--- src/rtl/camera_pkg.sv ---
// Shared view-code definitions used by the camera controller, renderer and enemy logic.
package camera_pkg;

  localparam logic [2:0] VIEW_FORWARD = 3'b001;
  localparam logic [2:0] VIEW_FTOL    = 3'b010;
  localparam logic [2:0] VIEW_LEFT    = 3'b011;
  localparam logic [2:0] VIEW_LTOF    = 3'b100;
  localparam logic [2:0] VIEW_FTOR    = 3'b101;
  localparam logic [2:0] VIEW_RIGHT   = 3'b110;
  localparam logic [2:0] VIEW_RTOF    = 3'b111;

  // State encoding equals the view code so the state register drives the output directly.
  typedef enum logic [2:0] {
    ST_ILLEGAL = 3'b000,
    ST_FORWARD = VIEW_FORWARD,
    ST_FTOL    = VIEW_FTOL,
    ST_LEFT    = VIEW_LEFT,
    ST_LTOF    = VIEW_LTOF,
    ST_FTOR    = VIEW_FTOR,
    ST_RIGHT   = VIEW_RIGHT,
    ST_RTOF    = VIEW_RTOF
  } view_state_e;

  function automatic logic is_transitional(input view_state_e s);
    return (s == ST_FTOL) || (s == ST_LTOF) || (s == ST_FTOR) || (s == ST_RTOF);
  endfunction

endpackage

--- src/rtl/button_debouncer.sv ---
// Synchronizes a raw push button, debounces it, and emits a one-cycle pulse on each accepted press.
module button_debouncer #(
  parameter int DEBOUNCE_CYCLES = 1_000_000
) (
  input  logic clk,
  input  logic rst_n,
  input  logic btn_raw,
  output logic level,
  output logic press
);

  localparam int CW = (DEBOUNCE_CYCLES > 1) ? $clog2(DEBOUNCE_CYCLES) : 1;
  localparam logic [CW-1:0] CNT_LAST = CW'(DEBOUNCE_CYCLES - 1);

  logic          sync1_q, sync1_d;
  logic          sync2_q, sync2_d;
  logic [CW-1:0] cnt_q, cnt_d;
  logic          level_q, level_d;
  logic          press_q, press_d;

  // Count consecutive cycles the synced level disagrees with the accepted level; flip once it has held long enough.
  always_comb begin
    sync1_d = btn_raw;
    sync2_d = sync1_q;
    cnt_d   = '0;
    level_d = level_q;
    press_d = 1'b0;
    if (sync2_q != level_q) begin
      if (cnt_q == CNT_LAST) begin
        level_d = sync2_q;
        press_d = sync2_q;
      end else begin
        cnt_d = cnt_q + CW'(1);
      end
    end
  end

  // Synchronizer, counter, accepted level and press pulse registers.
  always_ff @(posedge clk or negedge rst_n) begin
    if (!rst_n) begin
      sync1_q <= 1'b0;
      sync2_q <= 1'b0;
      cnt_q   <= '0;
      level_q <= 1'b0;
      press_q <= 1'b0;
    end else begin
      sync1_q <= sync1_d;
      sync2_q <= sync2_d;
      cnt_q   <= cnt_d;
      level_q <= level_d;
      press_q <= press_d;
    end
  end

  assign level = level_q;
  assign press = press_q;

endmodule

--- src/rtl/camera_view_controller.sv ---
// View FSM: turns debounced left/right presses into timed Forward/Left/Right camera view codes.
module camera_view_controller
  import camera_pkg::*;
#(
  parameter int DEBOUNCE_CYCLES = 1_000_000,
  parameter int TURN_CYCLES     = 25_000_000
) (
  input  logic       clk,
  input  logic       rst_n,
  input  logic       btn_left,
  input  logic       btn_right,
  input  logic       game_active,
  output logic [2:0] camera_view,
  output logic       turning,
  output logic       turn_done
);

  localparam int TW = (TURN_CYCLES > 1) ? $clog2(TURN_CYCLES) : 1;
  localparam logic [TW-1:0] DWELL_LAST = TW'(TURN_CYCLES - 1);

  logic [1:0]    unused_levels;
  logic          press_left, press_right;
  view_state_e   state_q, state_d;
  logic [TW-1:0] dwell_q, dwell_d;
  logic          turning_q, turning_d;
  logic          turn_done_q, turn_done_d;
  logic          go_left, go_right;

  button_debouncer #(.DEBOUNCE_CYCLES(DEBOUNCE_CYCLES)) u_left_btn (
    .clk    (clk),
    .rst_n  (rst_n),
    .btn_raw(btn_left),
    .level  (unused_levels[0]),
    .press  (press_left)
  );

  button_debouncer #(.DEBOUNCE_CYCLES(DEBOUNCE_CYCLES)) u_right_btn (
    .clk    (clk),
    .rst_n  (rst_n),
    .btn_raw(btn_right),
    .level  (unused_levels[1]),
    .press  (press_right)
  );

  // Simultaneous presses cancel each other so an ambiguous input never moves the camera.
  assign go_left  = press_left  & ~press_right;
  assign go_right = press_right & ~press_left;

  // Next view, dwell count and turn-complete pulse; stable views react only to presses, transitional views only to the dwell.
  always_comb begin
    state_d     = state_q;
    dwell_d     = dwell_q;
    turn_done_d = 1'b0;
    if (!game_active) begin
      state_d = ST_FORWARD;
      dwell_d = '0;
    end else begin
      case (state_q)
        ST_FORWARD: begin
          dwell_d = '0;
          if (go_left)       state_d = ST_FTOL;
          else if (go_right) state_d = ST_FTOR;
        end
        ST_LEFT: begin
          dwell_d = '0;
          if (go_right) state_d = ST_LTOF;
        end
        ST_RIGHT: begin
          dwell_d = '0;
          if (go_left) state_d = ST_RTOF;
        end
        ST_FTOL, ST_LTOF, ST_FTOR, ST_RTOF: begin
          if (dwell_q == DWELL_LAST) begin
            dwell_d     = '0;
            turn_done_d = 1'b1;
            case (state_q)
              ST_FTOL: state_d = ST_LEFT;
              ST_FTOR: state_d = ST_RIGHT;
              default: state_d = ST_FORWARD;
            endcase
          end else begin
            dwell_d = dwell_q + TW'(1);
          end
        end
        default: begin
          state_d = ST_FORWARD;
          dwell_d = '0;
        end
      endcase
    end
    turning_d = is_transitional(state_d);
  end

  // State, dwell counter and registered status outputs.
  always_ff @(posedge clk or negedge rst_n) begin
    if (!rst_n) begin
      state_q     <= ST_FORWARD;
      dwell_q     <= '0;
      turning_q   <= 1'b0;
      turn_done_q <= 1'b0;
    end else begin
      state_q     <= state_d;
      dwell_q     <= dwell_d;
      turning_q   <= turning_d;
      turn_done_q <= turn_done_d;
    end
  end

  assign camera_view = state_q;
  assign turning     = turning_q;
  assign turn_done   = turn_done_q;

endmodule

--- config.mk ---
export PLATFORM = sky130hd
export DESIGN_NAME = camera_view_controller
export DESIGN_NICKNAME = d
export VERILOG_FILES = /design/src/rtl/camera_pkg.sv /design/src/rtl/button_debouncer.sv /design/src/rtl/camera_view_controller.sv
export SDC_FILE = /design/constraint.sdc
export NUM_CORES = 1
export LEC_CHECK = 0
export CAP_MARGIN = 30
export CORE_ASPECT_RATIO = 0.7
export CORE_MARGIN = 2
export CORE_UTILIZATION = 61
export DETAILED_ROUTE_END_ITERATION = 12
export HOLD_SLACK_MARGIN = 0.15
export PLACE_DENSITY = 0.79
export SYNTH_ARGS = -nofsm -noshare
export SYNTH_HDL_FRONTEND = slang
export SYNTH_HIERARCHICAL = 1
export SYNTH_SLANG_ARGS = --single-unit
--- constraint.sdc ---
create_clock -name clk -period 2.6 [get_ports clk]
set_clock_uncertainty 0.2 [all_clocks]
set_input_delay 0.39 -clock clk [delete_from_list [all_inputs] [get_ports clk]]
set_output_delay 0.39 -clock clk [all_outputs]
set_load 0.02 [all_outputs]
==> results by group <==
Final layout
  • Layout area overhead: 10.5%
  • Commonest cells after routing, fill and taps aside: 77 x dfrtp_1, 61 x nor2_1, 29 x xor2_1
  • Layout cell share with drive strength beyond 1: 0.116
  • Fillers: 459
  • Multi-input gate area: 1890 um^2
  • Total Nets Final: 407
  • N_diodes: 0
  • Register area: 1950 um^2
  • Most common cell after layout, fill and taps aside: dfrtp_1

Synth
  • Synth Warn #: 6
  • Mapped cell area: 3920 um^2
  • Ys async rst share: 1.00
  • EDFF count, synth: 0
  • Synth Register Bits: 78
  • Cell taking the most area after synthesis: dfrtp_1
  • Distinct cells, synth: 46
  • Mapped Nets: 387
  • Synth top area share: 0.491
  • Top post-synthesis cells by area: dfrtp_1 49%, xor2_1 6.5%, nor2_1 5.8%, xnor2_1 4.9%, nand3_1 2.6%
  • Post-synthesis sequential area ratio: 0.498
  • Synth Instances: 379
  • Synthesized area per cell: 10.3 um^2
  • Synth Flop Type: dfrtp_1

Floorplanning
  • Die width: 99.8 um
  • Die area: 7100 um^2
  • Die H: 71.1 um
  • I/O Pins: 10
  • Core area: 6220 um^2
  • Rows: 24
  • Initial core utilization: 0.631

Critical path
  • Worst Path Required: 2.67 ns
  • Max FO, Critical Path: 5
  • CP Cell Sequence: ha_1, and2_1, nand4_1, or2_4, or3_1, o2111ai_2, mux2i_1
  • CP Capture Type: flip-flop
  • CP peak stage delay: 0.41 ns
  • Arrival time at the worst endpoint: 2.32 ns
  • CP max-delay cell: dfrtp_1
  • Category of the most critical setup path: reg2reg
  • CP Launch Type: flip-flop

Drt
  • Drt total wl: 7240 um
  • Via-to-Cell Ratio: 5.90
  • Iter 0 DRT Violations: 207
  • Avg WL per Cell: 15.0 um
  • Post-route ant nets: 0
  • Vias: 2843
  • Post-route DRC: 0
  • Initial DRT Pass Iterations: 7

Status
  • Status: completed

Place
  • PortBufs: 9
  • Detailed Place HPWL: 5030 um
  • Routability cong.: 0.806

Power and ir drop
  • PD cells: 502 nW/um^2
  • Worst vdd ir: 0.000364 V
  • Design Power: 2170 uW
  • Leakage: 0.00175 uW

Clock network
  • Clk buf depth: 2
  • Root buf cell: clkbuf_8
  • Clock sink total: 78
  • Clock transition at the registers of the reported paths: 0.08 ns
  • Setup Fix Bufs, Post-CTS: 0
  • # resized after CTS: 0
  • CTS tree: built
  • Hold_buf cts: 1
  • Clock Latency Late Sink: 0.35 ns
  • CTS H-Tree Depth: 3
  • Num CTS Buffers: 9

STA
  • Fin Setup TNS: 0 ns
  • RSZ-0062 raised after global routing: no
  • Final hold vios: 0
  • Tcrit/Tclk final: 0.866
  • Period minus WS final: 2.25 ns
  • Slew HR: 0.627
  • # setup viols final: 0
  • Max-slew violation count: 0
  • Least-Margin Pin Slew: 0.554 ns
  • FMAX: 444 MHz

Global routing
  • Tot GR Track Use: 0.227
  • First-pass GRT wire length: 12700 um
  • Initial antenna violation count: 0
  • GR Overflow Total: 0
  • Vias in the first global route: 2675
  • Largest net degree at the start of global routing: 42

Run
  • Max-cap violations: 0

Hold path
  • Min-delay worst type: reg2reg
## worst max-delay path, delay by kind of cell (launching register included)
kind	cells	cell delay [ns]
AOI/OAI and AO/OA	1	0.11
adders and majority gates	1	0.23
DFF	1	0.41
muxes	1	0.23
and+or+nand+nor	4	1.00
## cell type report
class | count | share of cell area
Sequential cell | 78 | 0.451
Multi-Input combinational cell | 283 | 0.437
Timing Repair Buffer | 17 | 0.0375
Clock buffer | 11 | 0.0303
Tap cell | 78 | 0.0225
Clock inverter | 5 | 0.0136
Inverter | 10 | 0.00866
## stage by stage
step	utilization	hold slack (ns)	setup WS (ns)	instances	area, um^2
after global placement	0.665	0.135	0.481	465	4130
after floorplan	-	-0.106	0.562	379	3920
final	0.697	0.150	0.347	482	4330
after detailed placement	0.665	0.135	0.374	465	4130
after global routing	0.697	0.157	0.188	482	4330
after CTS	0.697	0.153	0.355	482	4330
## Yosys cell counts, types with 2 or more instances
library cell,number
ha_1,3
nor3_1,7
or4_1,6
buf_2,2
mux2i_1,3
and3_1,11
or3_4,2
nand4_1,11
nor2_1,61
or2_1,3
and4_1,6
xnor2_1,22
nand2b_1,2
nand4_2,4
nor4_1,5
nand3_2,4
o31ai_1,6
nand4bb_1,2
nand3_1,20
nor4bb_1,2
xor2_1,29
o41ai_4,2
nor3b_1,2
inv_1,10
clkbuf_1,4
a22oi_1,2
dfrtp_1,77
o21ai_0,6
nand2_1,23
or4_4,2
nor4_2,5
buf_4,2
or3_1,4
nor2b_1,3
a21oi_1,14
mux2_4,2
## registers in the layout, indices dropped and copies added, names as in the netlist, 3 cells and up
signal / count
camera_view: 3
dwell_q: 25
u_left_btn/cnt_q: 20
u_right_btn/cnt_q: 20
## report_power, final
group          internal [uW]  switching [uW]
sequential              1220            10.1
clock                    446             427
combinational           24.6            43.3
total                   1690             481
## routing by layer
layer,GRT usage,wire length [um],vias to the layer above
li1,-,-,1385
met2,0.322,3200,66
met4,0.0731,25,0
met5,0,0,-
met1,0.344,3660,1390
met3,0.0593,364,2
## cell families after synthesis
family,count (synthesis),share of synthesized area
multiplexers,5,0.0153
AND/OR/NAND/NOR,188,0.275
AO/OA/AOI/OAI,36,0.0689
buffers and inverters,18,0.0198
flip-flops,78,0.498
XOR/XNOR,51,0.114
adder cells (fa/ha/maj),3,0.00957
## path summary, 6_finish.rpt
check                      slack [ns]          startpoint  depth (start not counted)                  to
min in group asynchronous        0.35               rst_n                          2             turning
max in group asynchronous        1.26               rst_n                          3    u_left_btn/level
setup reg to reg                 0.35          dwell_q[0]                          7             turning
hold / removal                   0.15  u_left_btn/sync1_q                          0  u_left_btn/sync2_q
hold reg to reg                  0.15  u_left_btn/sync1_q                          0  u_left_btn/sync2_q
setup / recovery                 0.35          dwell_q[0]                          7             turning
No activity file was read; power rests on OpenSTA's default activity.
